<file path="config.mk">
export PLATFORM = sky130hd
export DESIGN_NAME = voice_param_scheduler
export DESIGN_NICKNAME = d
export VERILOG_FILES = /design/src/rtl/voice_param_scheduler.sv
export SDC_FILE = /design/constraint.sdc
export NUM_CORES = 1
export LEC_CHECK = 0
export CORE_MARGIN = 3
export CORE_UTILIZATION = 47
export CTS_CLUSTER_DIAMETER = 60
export CTS_CLUSTER_SIZE = 8
export DETAILED_ROUTE_END_ITERATION = 6
export GPL_TIMING_DRIVEN = 0
export HOLD_SLACK_MARGIN = 0.05
export SLEW_MARGIN = 20
export SYNTH_ARGS = -nofsm -noshare
export SYNTH_HDL_FRONTEND = slang
export SYNTH_SLANG_ARGS = --single-unit
</file>
<file path="constraint.sdc">
create_clock -name i_clk -period 4.1 [get_ports i_clk]
set_input_delay 0.82 -clock i_clk [delete_from_list [all_inputs] [get_ports i_clk]]
set_output_delay 0.82 -clock i_clk [all_outputs]
set_load 0.01 [all_outputs]
</file>
<file path="src/rtl/voice_param_scheduler.sv">
// voice_param_scheduler
// Queues note-on/note-off events from the SPI decoder in a small FIFO and
// applies them to a per-voice parameter file (gate, tuning code, velocity).
// The file has one access slot per cycle. Scan reads from the synth engine
// take priority. A stall counter forces a write through once a pending
// event has been held off for MAX_STALL granted reads.
// Optional build macro: VOICE_PARAM_ACTIVE_MASK_EN adds o_active_mask,
// a registered copy of every voice's gate bit.

module voice_param_scheduler #(
    parameter int NUM_VOICES = 16,
    parameter int VOICE_AW   = 4,
    parameter int FIFO_DEPTH = 4,
    parameter int MAX_STALL  = 8
) (
    input  logic                i_clk,
    input  logic                i_reset_n,
    input  logic                i_SPI_flag,
    input  logic                i_SPI_note_status,
    input  logic [7:0]          i_SPI_voice_index,
    input  logic [31:0]         i_SPI_tuning_code,
    input  logic [6:0]          i_SPI_velocity,
    input  logic                i_scan_req,
    input  logic [VOICE_AW-1:0] i_scan_addr,
    output logic                o_scan_ready,
    output logic                o_scan_valid,
    output logic                o_scan_gate,
    output logic [31:0]         o_scan_tuning_code,
    output logic [6:0]          o_scan_velocity,
    output logic                o_fifo_overflow,
    output logic [7:0]          o_drop_count
`ifdef VOICE_PARAM_ACTIVE_MASK_EN
    ,
    output logic [NUM_VOICES-1:0] o_active_mask
`endif
);

    localparam int LP_PW = (FIFO_DEPTH > 1) ? $clog2(FIFO_DEPTH) : 1;
    localparam int LP_CW = LP_PW + 1;
    localparam int LP_SW = $clog2(MAX_STALL + 1);

    localparam logic [LP_CW-1:0] LP_DEPTH     = LP_CW'(FIFO_DEPTH);
    localparam logic [LP_CW-1:0] LP_CNT_ONE   = LP_CW'(1);
    localparam logic [LP_PW-1:0] LP_PTR_ONE   = LP_PW'(1);
    localparam logic [LP_SW-1:0] LP_MAX_STALL = LP_SW'(MAX_STALL);
    localparam logic [LP_SW-1:0] LP_STALL_ONE = LP_SW'(1);
    localparam logic [31:0]      LP_NV        = 32'(NUM_VOICES);

    // Event FIFO storage, split per field
    logic                r_fifo_on   [FIFO_DEPTH];
    logic [VOICE_AW-1:0] r_fifo_idx  [FIFO_DEPTH];
    logic [31:0]         r_fifo_tune [FIFO_DEPTH];
    logic [6:0]          r_fifo_vel  [FIFO_DEPTH];

    logic [LP_PW-1:0]    r_wr_ptr;
    logic [LP_PW-1:0]    r_rd_ptr;
    logic [LP_CW-1:0]    r_count;
    logic [LP_SW-1:0]    r_stall_cnt;

    // Per-voice parameter file
    logic                r_gate [NUM_VOICES];
    logic [31:0]         r_tune [NUM_VOICES];
    logic [6:0]          r_vel  [NUM_VOICES];

    logic                r_scan_valid;
    logic                r_scan_gate;
    logic [31:0]         r_scan_tune;
    logic [6:0]          r_scan_vel;
    logic                r_overflow;
    logic [7:0]          r_drop_count;

    logic                w_fifo_empty;
    logic                w_fifo_full;
    logic                w_force_wr;
    logic                w_scan_ready;
    logic                w_rd_grant;
    logic                w_wr_en;
    logic                w_idx_ok;
    logic                w_push;
    logic                w_lost;
    logic                w_scan_in_range;
    logic                w_head_on;
    logic [VOICE_AW-1:0] w_head_idx;
    logic [31:0]         w_head_tune;
    logic [6:0]          w_head_vel;

    assign w_fifo_empty    = (r_count == '0);
    assign w_fifo_full     = (r_count == LP_DEPTH);

    // The scan slot is withheld only when a queued event has waited its limit.
    assign w_force_wr      = !w_fifo_empty && (r_stall_cnt == LP_MAX_STALL);
    assign w_scan_ready    = !w_force_wr;
    assign w_rd_grant      = i_scan_req && w_scan_ready;
    assign w_wr_en         = !w_fifo_empty && !w_rd_grant;

    assign w_idx_ok        = (32'(i_SPI_voice_index) < LP_NV);
    // A pop in the same cycle frees the slot, so a full FIFO can still accept.
    assign w_push          = i_SPI_flag && w_idx_ok && (!w_fifo_full || w_wr_en);
    assign w_lost          = i_SPI_flag && w_idx_ok && w_fifo_full && !w_wr_en;
    assign w_scan_in_range = (32'(i_scan_addr) < LP_NV);

    assign w_head_on       = r_fifo_on[r_rd_ptr];
    assign w_head_idx      = r_fifo_idx[r_rd_ptr];
    assign w_head_tune     = r_fifo_tune[r_rd_ptr];
    assign w_head_vel      = r_fifo_vel[r_rd_ptr];

    // FIFO payload write; contents are don't-care while the slot is empty
    always_ff @(posedge i_clk) begin
        if (w_push) begin
            r_fifo_on[r_wr_ptr]   <= i_SPI_note_status;
            r_fifo_idx[r_wr_ptr]  <= i_SPI_voice_index[VOICE_AW-1:0];
            r_fifo_tune[r_wr_ptr] <= i_SPI_tuning_code;
            r_fifo_vel[r_wr_ptr]  <= i_SPI_velocity;
        end
    end

    // FIFO pointers and occupancy
    always_ff @(posedge i_clk or negedge i_reset_n) begin
        if (!i_reset_n) begin
            r_wr_ptr <= '0;
            r_rd_ptr <= '0;
            r_count  <= '0;
        end else begin
            if (w_push) begin
                r_wr_ptr <= r_wr_ptr + LP_PTR_ONE;
            end
            if (w_wr_en) begin
                r_rd_ptr <= r_rd_ptr + LP_PTR_ONE;
            end
            case ({w_push, w_wr_en})
                2'b10:   r_count <= r_count + LP_CNT_ONE;
                2'b01:   r_count <= r_count - LP_CNT_ONE;
                default: r_count <= r_count;
            endcase
        end
    end

    // Stall counter: counts reads granted over a waiting event
    always_ff @(posedge i_clk or negedge i_reset_n) begin
        if (!i_reset_n) begin
            r_stall_cnt <= '0;
        end else if (w_fifo_empty || w_wr_en) begin
            r_stall_cnt <= '0;
        end else if (r_stall_cnt != LP_MAX_STALL) begin
            r_stall_cnt <= r_stall_cnt + LP_STALL_ONE;
        end
    end

    // Parameter file update from the FIFO head; note-off keeps tuning/velocity
    always_ff @(posedge i_clk or negedge i_reset_n) begin
        if (!i_reset_n) begin
            for (int v = 0; v < NUM_VOICES; v++) begin
                r_gate[v] <= 1'b0;
                r_tune[v] <= '0;
                r_vel[v]  <= '0;
            end
        end else if (w_wr_en) begin
            if (w_head_on) begin
                r_gate[w_head_idx] <= 1'b1;
                r_tune[w_head_idx] <= w_head_tune;
                r_vel[w_head_idx]  <= w_head_vel;
            end else begin
                r_gate[w_head_idx] <= 1'b0;
            end
        end
    end

    // Scan read port: one-cycle latency, zero data for unmapped addresses
    always_ff @(posedge i_clk or negedge i_reset_n) begin
        if (!i_reset_n) begin
            r_scan_valid <= 1'b0;
            r_scan_gate  <= 1'b0;
            r_scan_tune  <= '0;
            r_scan_vel   <= '0;
        end else begin
            r_scan_valid <= w_rd_grant;
            if (w_rd_grant) begin
                if (w_scan_in_range) begin
                    r_scan_gate <= r_gate[i_scan_addr];
                    r_scan_tune <= r_tune[i_scan_addr];
                    r_scan_vel  <= r_vel[i_scan_addr];
                end else begin
                    r_scan_gate <= 1'b0;
                    r_scan_tune <= '0;
                    r_scan_vel  <= '0;
                end
            end
        end
    end

    // Sticky overflow flag and saturating drop counter
    always_ff @(posedge i_clk or negedge i_reset_n) begin
        if (!i_reset_n) begin
            r_overflow   <= 1'b0;
            r_drop_count <= '0;
        end else begin
            if (w_lost) begin
                r_overflow <= 1'b1;
            end
            if (i_SPI_flag && !w_idx_ok && (r_drop_count != 8'hFF)) begin
                r_drop_count <= r_drop_count + 8'd1;
            end
        end
    end

`ifdef VOICE_PARAM_ACTIVE_MASK_EN
    logic [NUM_VOICES-1:0] r_active_mask;

    // Gate mirror, updated on the same edge as the parameter file write
    always_ff @(posedge i_clk or negedge i_reset_n) begin
        if (!i_reset_n) begin
            r_active_mask <= '0;
        end else if (w_wr_en) begin
            r_active_mask[w_head_idx] <= w_head_on;
        end
    end

    assign o_active_mask = r_active_mask;
`endif

    assign o_scan_ready       = w_scan_ready;
    assign o_scan_valid       = r_scan_valid;
    assign o_scan_gate        = r_scan_gate;
    assign o_scan_tuning_code = r_scan_tune;
    assign o_scan_velocity    = r_scan_vel;
    assign o_fifo_overflow    = r_overflow;
    assign o_drop_count       = r_drop_count;

endmodule

</file>
==> results.md, run 1 <==
* Outcome: complete, no violations
* Nets at 2496
* Setup CP Type: reg2reg
* Unrepaired setup endpoints after global routing: no
* # IOs at 107
* Pleak at 19.43 nW
* CP max FO at 10
* Mapped Cells at 2193
* CP Capture Type: register
* DR iter-0 viols at 1319
* TritonCTS clock tree: yes
* Via total after detailed routing at 20699
* FF+latch area at 22830 µm²
* Pre-CTS setup slack at 0.07555 ns
* Cell Pwr Density at 684.8 nW/µm²
* CTS Buffer Depth at 3
* H-tree levels at 3
* Power Total at 30.24 mW
* Postcts setup bufs at 0
* Mapped cell area at 38160 µm²
* Max_cap viols at 0
* Max-slew headroom at 20.86%
* Peak supply drop at 386.3 µV
* Req. time, crit path at 4.64 ns
* Die Height at 290.9 µm
* Starting density of the core at 47.91%
* Fmax at 294.0 MHz
* Worst hold slack at 0.1672 ns
* Synth top cells by count: 701 x dfrtp_1, 469 x mux2_2, 204 x mux4_2, 176 x edfxtp_1, 156 x mux2_4
* Seq/Total Area, Yosys at 59.82%
* Clock latency on the worst-skew pair at 0.68 ns
* Die ar. at 84650 µm²
* Design Area, Final at 44170 µm²
* Setup TNS at 0 ns
* Row count at 103
* Worst-path clk slew at 0.05 ns
* Pin count of the biggest net entering global routing at 102
* Final worst-path cycle share at 82.96%
* Post-synth top area cell: dfrtp_1
* Overall die width at 290.9 µm
* CTS Hold Bufs at 0
* Count leader, synth: dfrtp_1
* Core area at 79640 µm²
* Post-DP HPWL at 63030 µm
* Fin. max-slew vios at 0
* Worst endpoint data arrival time at 3.94 ns
* Area post-placement at 40850 µm²
* Synth Area per Inst at 17.40 µm²
* DR vias/cell at 5.867
* Diode count at 0
* Multi-input logic area at 14380 µm²
* Core Util, Final at 55.45%
* Count of input and output buffers at 103
* GR Util All Layers at 23.38%
* Placed Cells at 3359
* Area delta synth->final at 15.74%
* Routed Antenna Nets at 0
* Crit path launch type: register
* Initial antenna violation count at 2
* Setup WS post-layout at 0.6985 ns
* Vias in the first global route at 22873
* Drt drc at 0
* Total grt overflow at 0
* FILL cells at 6258
* DR pass1 iterations at 7
* Post_cts resized at 0
* CTS buffer count at 120
* Post-Layout Cell Count at 3528
* Period minus WS final at 3.401 ns
* Share of layout cells above drive strength 1 at 43.02%
* Final setup viols at 0
* Library cells used by synthesis at 43
* WL final at 97780 µm
* Syn. warnings at 0
* Syn nets at 2257
* Synthesis-stage register bit count at 877
* Clock Sinks at 877
* RePlAce Congestion at 0.7911
* Final Hold Vio Count at 0
* Hold WC Path Type: in2async
* Top cells by area, synth: dfrtp_1 46%, edfxtp_1 14%, mux2_2 14%, mux4_2 12%, mux2_4 6.1%
* Post-synth EDFFs at 176
* Post-synth top flop: dfrtp_1
* Root buffer cell: clkbuf_16
* Post-synth top area share at 45.97%
* Skew final at 0.02923 ns
* First-pass GRT wire length at 148300 µm
* Slew at the pin closest to its max-slew limit at 1.187 ns
* Post-DR wirelength/cell at 27.71 µm
* Ys async rst share at 79.93%
==> metal layers <==
| layer | vias up | GRT usage, % | part of all wire [%] |
|---|---|---|---|
| li1 | 8741 | - | - |
| met1 | 11222 | 32.48 | 44 |
| met2 | 561 | 37.58 | 48 |
| met3 | 175 | 4.257 | 5.1 |
| met4 | 0 | 7.719 | 3.2 |
| met5 | - | 0 | 0 |
==> logic make-up after synthesis <==
group / Yosys count / synth area share, %
flops: 877 / 59.82
buf+inv: 190 / 2.538
xor+xnor: 14 / 0.3213
fa+ha+maj: 8 / 0.2820
simple gates: 116 / 1.416
mux: 909 / 34.12
compound gates: 79 / 1.508
==> cell type report <==
class | count | share of cell area [%]
repair buffers | 117 | 3.094
clock buffers | 160 | 7.210
plain buffers | 182 | 2.164
multi-input cells | 1126 | 32.55
clock inverters | 8 | 0.2578
well taps | 1050 | 2.975
inverters | 8 | 0.06799
flip-flops and latches | 877 | 51.68
==> cell usage in the layout (no fill, tap or decap), types with 15 or more instances in the layout <==
| cell | n |
|---|---|
| edfxtp_1 | 176 |
| clkdlybuf4s50_1 | 102 |
| dfrtp_1 | 701 |
| nor2_1 | 15 |
| mux2_2 | 469 |
| clkbuf_1 | 120 |
| buf_6 | 20 |
| buf_4 | 16 |
| nand2_1 | 58 |
| mux2i_1 | 80 |
| mux4_2 | 204 |
| o221ai_1 | 40 |
| o21ai_0 | 29 |
| mux2_4 | 156 |
| buf_2 | 42 |
| clkbuf_16 | 121 |
==> where the power goes <==
group	internal (mW)	switching [mW]	total (mW)
combinational	4.60	3.60	8.19
clock	5.36	3.61	8.97
sequential	11.6	1.47	13.1
total	21.6	8.68	30.2
==> worst paths after layout <==
check	from	endpoint	slack, ns	cells after the start
worst min register to register	o_fifo_overflow$_DFFE_PN0P_	o_fifo_overflow$_DFFE_PN0P_	0.47	1
min in group i_clk	o_fifo_overflow$_DFFE_PN0P_	o_fifo_overflow$_DFFE_PN0P_	0.47	1
worst min-delay path	i_reset_n	r_tune[27]$_DFFE_PN0P_	0.17	2
max in group asynchronous	i_reset_n	o_scan_tuning_code[7]$_DFFE_PN0P_	1.74	6
worst max-delay path	r_stall_cnt[0]$_DFFE_PN0P_	r_tune[26]$_DFFE_PN0P_	0.70	9
worst max register to register	r_stall_cnt[0]$_DFFE_PN0P_	r_tune[26]$_DFFE_PN0P_	0.70	9
==> registers in the layout, summed over array words and instances (netlist names), named ones only <==
signal / cells
r_tune: 512
r_fifo_tune: 128
r_vel: 112
o_scan_tuning_code: 32
r_fifo_vel: 28
r_fifo_idx: 16
o_drop_count: 8
o_scan_velocity: 7
r_fifo_on: 4
r_stall_cnt: 4
r_count: 3
r_rd_ptr: 2
r_wr_ptr: 2
o_fifo_overflow: 1
o_scan_gate: 1
o_scan_valid: 1
==> worst max-delay path, stage by stage, from the launching register on <==
cell      delay, ns
dfrtp_1        0.40
inv_1          0.07
ha_1           0.13
nand3b_1       0.15
a21oi_1        0.60
nand3_1        0.28
nor2_1         0.28
buf_2          0.45
buf_2          0.48
mux2_2         0.40
(Power assumes the default switching activity.)
==> run 2, diff against run 1 <==
--- a/config.mk
+++ b/config.mk
@@ -12,6 +12,7 @@
 export DETAILED_ROUTE_END_ITERATION = 6
 export GPL_TIMING_DRIVEN = 0
 export HOLD_SLACK_MARGIN = 0.05
+export PLACE_DENSITY = 0.66
 export SLEW_MARGIN = 20
 export SYNTH_ARGS = -nofsm -noshare
 export SYNTH_HDL_FRONTEND = slang
==> constraint.sdc (replaced) <==
create_clock -name i_clk -period 3.1 [get_ports i_clk]
set_input_delay 0.62 -clock i_clk [delete_from_list [all_inputs] [get_ports i_clk]]
set_output_delay 0.62 -clock i_clk [all_outputs]
set_load 0.01 [all_outputs]
==> run 2 against run 1 <==
  * Design area about the same
  * Die area unchanged
  * Worst hold slack better by 0.31 ns
  * Register-to-register slack worse by 0.61 ns
  * Sequential share of layout area about the same
  * Total power up 32%
  * Largest power group unchanged
==> results.md, run 2 (same netlist as run 1, synthesis figures left out) <==
* Outcome: complete, no violations
* Worst reg-to-reg path cell count at 8 (-1)
* Row count at 103 (unchanged)
* Via total after detailed routing at 20837 (+0.67%)
* Nets at 2488 (-0.32%)
* Share of layout cells above drive strength 1 at 43.61% (+0.60 points)
* CP top delay family: buffers and inverters
* Diode count at 0 (unchanged)
* Fmax at 331.9 MHz
* Cell Pwr Density at 903.9 nW/µm² (+32%)
* CP Capture Type: register
* Post-Layout Cell Count at 3524 (-0.11%)
* Peak supply drop at 490.7 µV (+27%)
* Starting density of the core at 47.91% (unchanged)
* Final setup viols at 0 (unchanged)
* Drt drc at 0 (unchanged)
* WP buf/inv at 3 (unchanged)
* Fin. max-slew vios at 0 (unchanged)
* WL final at 97320 µm (-0.47%)
* CTS Buffer Depth at 3 (unchanged)
* Slowest CP cell: clkdlybuf4s15_1
* Post-DR wirelength/cell at 27.62 µm (-0.35%)
* Die ar. at 84650 µm² (unchanged)
* Setup CP Type: in2reg
* Biggest regs: r_tune (512), r_fifo_tune (128), r_vel (112)
* Placed Cells at 3357 (-0.060%)
* FF-to-FF End: r_tune[284]$_DFFE_PN0P_
* FILL cells at 6215 (-0.69%)
* Period minus WS final at 3.013 ns
* Max-slew headroom at 21.94% (+1.1 points)
* Pleak at 19.42 nW (about the same)
* Initial antenna violation count at 3 (+1)
* Multi-input logic area at 14410 µm² (+0.24%)
* CP max FO at 10 (unchanged)
* Clock Sinks at 877 (unchanged)
* FF-to-FF Start: r_rd_ptr[0]$_DFFE_PN0P_
* DR pass1 iterations at 6 (-1)
* Crit path launch type: primary input
* H-tree levels at 3 (unchanged)
* Crit path top cell by count: clkbuf_1
* Core area at 79640 µm² (unchanged)
* Unrepaired setup endpoints after global routing: yes
* Final worst-path cycle share at 97.20%
* Req. time, crit path at 3.61 ns (-1.03 ns)
* Post-DP HPWL at 62200 µm (-1.3%)
* Overall die width at 290.9 µm (unchanged)
* Final Hold Vio Count at 0 (unchanged)
* Top reg by flops: r_tune
* Slew at the pin closest to its max-slew limit at 1.171 ns (-0.01610 ns)
* Min-delay src: o_fifo_overflow$_DFFE_PN0P_
* WHS Path Cells at 1
* RePlAce Congestion at 0.8122 (+2.7%)
* Hold WC Path Type: reg2reg
* Power Total at 39.96 mW (+32%)
* Routed Antenna Nets at 0 (unchanged)
* Clock latency on the worst-skew pair at 0.68 ns (about the same)
* Worst hold slack at 0.4727 ns (+0.3055 ns)
* DR vias/cell at 5.913 (+0.78%)
* Worst endpoint data arrival time at 3.53 ns (-0.41 ns)
* Reg2reg setup slack at 0.09 ns (-0.61 ns)
* GR Util All Layers at 23.44% (+0.061 points)
* First-pass GRT wire length at 149400 µm (+0.77%)
* Die Height at 290.9 µm (unchanged)
* Flip-flop count of the largest register after layout at 512 (unchanged)
* DR iter-0 viols at 1403 (+6.4%)
* Critical path depth at 6 (-3)
* Max_cap viols at 0 (unchanged)
* CP max stage delay at 0.84 ns (+0.24 ns)
* Total grt overflow at 0 (unchanged)
* FF+latch area at 22830 µm² (unchanged)
* CTS buffer count at 120 (unchanged)
* Skew final at 0.02233 ns (-0.006898 ns)
* Worst-path clk slew at 0.05 ns (about the same)
* Pin count of the biggest net entering global routing at 102 (unchanged)
* Area delta synth->final at 15.84% (about the same)
* Root buffer cell: clkbuf_16
* Count of input and output buffers at 103 (unchanged)
* Commonest non-fill, non-tap cell in the layout: dfrtp_1
* TritonCTS clock tree: yes
* Hold path endpoint: o_fifo_overflow$_DFFE_PN0P_
* Crit path cell chain: clkbuf_1 > clkbuf_1 > clkdlybuf4s15_1 > mux4_2 > mux2i_1 > o221ai_1
* Vias in the first global route at 23251 (+1.7%)
* # IOs at 107 (unchanged)
* Most frequent cells in the layout: 701 x dfrtp_1, 469 x mux2_2, 204 x mux4_2
-- run 2: worst max-delay path by stage --
| stage | from | endpoint | slack (ns) |
|---|---|---|---|
| finish | i_scan_addr[0] | o_scan_tuning_code[24]$_DFFE_PN0P_ | 0.09 |
| floorplan | i_SPI_voice_index[7] | r_fifo_idx[0][0]$_DFFE_PP_ | 0.04 |
| CTS | r_rd_ptr[0]$_DFFE_PN0P_ | r_tune[216]$_DFFE_PN0P_ | 0.004 |
| global placement | i_reset_n | r_tune[113]$_DFFE_PN0P_ | -28.09 |
| detailed placement | i_scan_addr[0] | o_scan_velocity[0]$_DFFE_PN0P_ | -0.76 |
| global route | r_rd_ptr[0]$_DFFE_PN0P_ | r_tune[284]$_DFFE_PN0P_ | -0.06 |
-- run 2: final cells by class --
type	count	area share [%]
plain buffers	174	2.230
clock buffers	163	7.158
clock inverters	9	0.2717
inverters	8	0.06793
multi-input cells	1126	32.60
flip-flops and latches	877	51.64
well taps	1050	2.972
repair buffers	117	3.063
-- run 2: worst register-to-register path, cell delays in order (launching register included) --
cell	delay, ns
dfrtp_1	0.33
buf_6	0.23
mux4_2	0.63
nand2b_1	0.26
or2_1	0.23
buf_2	0.16
nor2_1	0.20
buf_4	0.43
mux2_2	0.41
-- run 2: what timing repair did --
action                     in CTS  in global routing
buffers inserted                0                  1
hold endpoints to repair       86                  0
gates resized for setup        26                 25
hold buffers                    2                  0
setup endpoints to repair     261                275
-- run 2: metal layers --
layer / up-vias / global-route usage (%) / wire length, µm
li1: 8745 / - / -
met1: 11316 / 31.23 / 41080
met2: 605 / 38.18 / 47570
met3: 171 / 5.539 / 5755
met4: 0 / 7.768 / 2915
met5: - / 0 / 0
-- run 2: power by group --
part | total [mW] | leakage [nW] | internal, mW | switching, mW
Combinational | 10.8 | 7.06 | 6.10 | 4.74
Clock | 11.7 | 1.59 | 7.04 | 4.71
Sequential | 17.4 | 10.8 | 15.4 | 2.02
Total | 40.0 | 19.4 | 28.5 | 11.5
-- run 2: metrics by stage --
stage / setup TNS, ns / setup WS (ns) / instance area [µm²] / utilization [%]
3_5_place_dp: -199.53 / -0.7627 / 40810 / 51.23
5_1_grt: -1.212 / -0.05530 / 44200 / 55.50
3_3_place_gp: - / -28.09 / 40510 / 50.86
4_1_cts: 0 / 0.003852 / 44170 / 55.46
6_report: 0 / 0.08685 / 44200 / 55.50
2_1_floorplan: 0 / 0.04435 / 38160 / -
==> run 3, diff against run 2 <==
--- a/config.mk
+++ b/config.mk
@@ -5,6 +5,7 @@
 export SDC_FILE = /design/constraint.sdc
 export NUM_CORES = 1
 export LEC_CHECK = 0
+export CORE_ASPECT_RATIO = 1.2
 export CORE_MARGIN = 3
 export CORE_UTILIZATION = 47
 export CTS_CLUSTER_DIAMETER = 60
==> run 3 against run 2 <==
  * First-iteration DRC count decreased by 6.8%
  * Final cell count decreased by 0.40%
  * Sequential share of layout area is essentially flat
  * Flip-flop and latch count unchanged
  * Count of clock-buffer cells in the layout down 1
  * Worst setup slack worse by 0.062 ns
  * Clock power barely moved
  * Register-to-register slack worse by 0.06 ns
  * Sequential power hardly changed
  * Utilization about the same
  * Highest routed layer unchanged
==> results.md, run 3 (same netlist as run 1, synthesis figures left out) <==
* Worst-path clk slew at 0.05 ns (about the same)
* Final setup viols at 0 (unchanged)
* Clock latency on the worst-skew pair at 0.67 ns (about the same)
* Core Util, Final at 55.45% (about the same)
* Post-Layout Cell Count at 3510 (-0.40%)
* Placed Cells at 3343 (-0.42%)
* Clock Sinks at 877 (unchanged)
* Root buffer cell: clkbuf_16
* Worst reg-to-reg path cell count at 7 (-1)
* Die Height at 318.1 µm (+9.3%)
* H-tree levels at 3 (unchanged)
* Post-DP HPWL at 63220 µm (+1.6%)
* Vias in the first global route at 23681 (+1.8%)
* Biggest regs: r_tune (512), r_fifo_tune (128), r_vel (112)
* Crit path launch type: register
* Crit path cell chain: buf_6 > mux4_2 > nand3b_1 > nor2_1 > buf_2 > clkbuf_4 > mux2_2
* Cell Pwr Density at 903.2 nW/µm² (about the same)
* WP buf/inv at 3 (unchanged)
* Reg2reg setup slack at 0.03 ns (-0.06 ns)
* Slew at the pin closest to its max-slew limit at 1.128 ns (-0.04277 ns)
* Overall die width at 266.1 µm (-8.5%)
* TritonCTS clock tree: yes
* GR Util All Layers at 23.70% (+0.26 points)
* WL final at 98160 µm (+0.86%)
* Top reg by flops: r_tune
* Via total after detailed routing at 20874 (+0.18%)
* # IOs at 107 (unchanged)
* Most frequent cells in the layout: 700 x dfrtp_1, 469 x mux2_2, 204 x mux4_2
* Skew final at 0.02217 ns (-0.0001632 ns)
* Row count at 113 (+9.7%)
* Count of input and output buffers at 103 (unchanged)
* Peak supply drop at 578.9 µV (+18%)
* Starting density of the core at 47.86% (-0.059 points)
* Worst endpoint data arrival time at 3.62 ns (+0.09 ns)
* CP max FO at 10 (unchanged)
* WHS Path Cells at 1 (unchanged)
* CTS Buffer Depth at 3 (unchanged)
* Outcome: complete, no violations
* DR iter-0 viols at 1307 (-6.8%)
* CP max stage delay at 0.63 ns (-0.21 ns)
* FF-to-FF Start: r_rd_ptr[0]$_DFFE_PN0P_
* Hold path endpoint: o_fifo_overflow$_DFFE_PN0P_
* Hold WC Path Type: reg2reg
* Diode count at 0 (unchanged)
* CTS buffer count at 120 (unchanged)
* DR pass1 iterations at 5 (-1)
* Routed Antenna Nets at 0 (unchanged)
* Fmax at 325.2 MHz (-2.0%)
* Max_cap viols at 0 (unchanged)
* RePlAce Congestion at 0.8256 (+1.6%)
* Post-DR wirelength/cell at 27.96 µm (+1.3%)
* Die ar. at 84660 µm² (about the same)
* DR vias/cell at 5.947 (+0.58%)
* Min-delay src: o_fifo_overflow$_DFFE_PN0P_
* Flip-flop count of the largest register after layout at 512 (unchanged)
* Core area at 79740 µm² (+0.12%)
* Commonest non-fill, non-tap cell in the layout: dfrtp_1
* Pleak at 19.44 nW (+0.12%)
* Initial antenna violation count at 0 (-3)
* Nets at 2494 (+0.24%)
* Area delta synth->final at 15.88% (about the same)
* Drt drc at 0 (unchanged)
* Fin. max-slew vios at 0 (unchanged)
* Final worst-path cycle share at 99.19% (+2.0 points)
* CP top delay family: buffers and inverters
* Max-slew headroom at 24.79% (+2.9 points)
* First-pass GRT wire length at 150200 µm (+0.50%)
* CP Capture Type: register
* FF-to-FF End: r_tune[90]$_DFFE_PN0P_
* Setup CP Type: reg2reg
* Final Hold Vio Count at 0 (unchanged)
* Total grt overflow at 0 (unchanged)
* Pin count of the biggest net entering global routing at 108 (+5.9%)
* Share of layout cells above drive strength 1 at 43.92% (+0.31 points)
* Req. time, crit path at 3.64 ns (+0.03 ns)
* Slowest CP cell: mux4_2
* Power Total at 39.94 mW (about the same)
* Period minus WS final at 3.075 ns (+0.06180 ns)
==> run 3: changes by cell type in the layout (fill, tap and decap cells not counted), moves of 3 or more <==
| cell | change |
|---|---|
| clkbuf_2 | -3 |
| nor2_2 | +5 |
| clkbuf_4 | -6 |
| nor2_1 | -4 |
| buf_6 | +3 |
| clkbuf_16 | +3 |
| buf_2 | +8 |
| clkbuf_1 | -3 |
==> run 3: metal layers <==
layer	track usage (%)	wire length, µm
met1	31.19	40760
met2	40.05	49470
met3	4.126	4901
met4	7.984	3019
met5	0	0
==> run 3: metrics by stage <==
| stage | setup WS, ns | setup TNS (ns) | hold slack (ns) | instance area (µm²) |
|---|---|---|---|---|
| finish | 0.02505 | 0 | 0.4783 | 44220 |
| global route | -0.01405 | -0.02461 | 0.5101 | 44220 |
| global placement | -27.94 | - | 0.4575 | 40490 |
| floorplan | 0.04435 | 0 | 0.3244 | 38160 |
| CTS | 0.01819 | 0 | 0.4819 | 44130 |
| detailed placement | -0.5005 | -215.74 | 0.4652 | 40800 |
==> run 3: report_power, final <==
group / total, mW / switching, mW / internal, mW
logic: 10.9 / 4.76 / 6.10
registers: 17.4 / 2.05 / 15.4
clock network: 11.7 / 4.65 / 7.02
==> run 3: final cells by class <==
type / count / area [µm²]
clock inverter: 5 / 50.05
fill: 6285 / 35520
timing repair buffer: 121 / 1416
sequential: 877 / 22830
inverter: 8 / 30.03
clock buffer: 162 / 3203
multi-input combinational: 1126 / 14410
buffer: 176 / 991.0
tap: 1035 / 1295
==> run 3: how the worst max path moves through the flow <==
| stage | startpoint | to | cells past startpoint |
|---|---|---|---|
| final | r_rd_ptr[0]$_DFFE_PN0P_ | r_tune[90]$_DFFE_PN0P_ | 7 |
| after global routing | r_rd_ptr[0]$_DFFE_PN0P_ | r_tune[219]$_DFFE_PN0P_ | 9 |
| after CTS | r_rd_ptr[0]$_DFFE_PN0P_ | r_tune[158]$_DFFE_PN0P_ | 9 |
| after detailed placement | i_scan_addr[0] | o_scan_tuning_code[14]$_DFFE_PN0P_ | 6 |
| after global placement | i_reset_n | r_tune[122]$_DFFE_PN0P_ | 1 |
| after floorplan | i_SPI_voice_index[7] | r_fifo_idx[0][0]$_DFFE_PP_ | 4 |
==> run 3: repair_timing <==
action | in CTS | in global routing
buffers inserted | 0 | 1
resized for setup | 22 | 21
gates cloned | 0 | 1
hold buffers | 2 | 0
hold endpoints to repair | 66 | 0
setup endpoints to repair | 419 | 185
==> run 3: worst reg2reg max path, stage by stage (launching register included) <==
cell and delay, ns:
dfrtp_1 0.34, buf_6 0.21, mux4_2 0.63, nand3b_1 0.28, nor2_1 0.26, buf_2 0.44, clkbuf_4 0.42, mux2_2 0.38
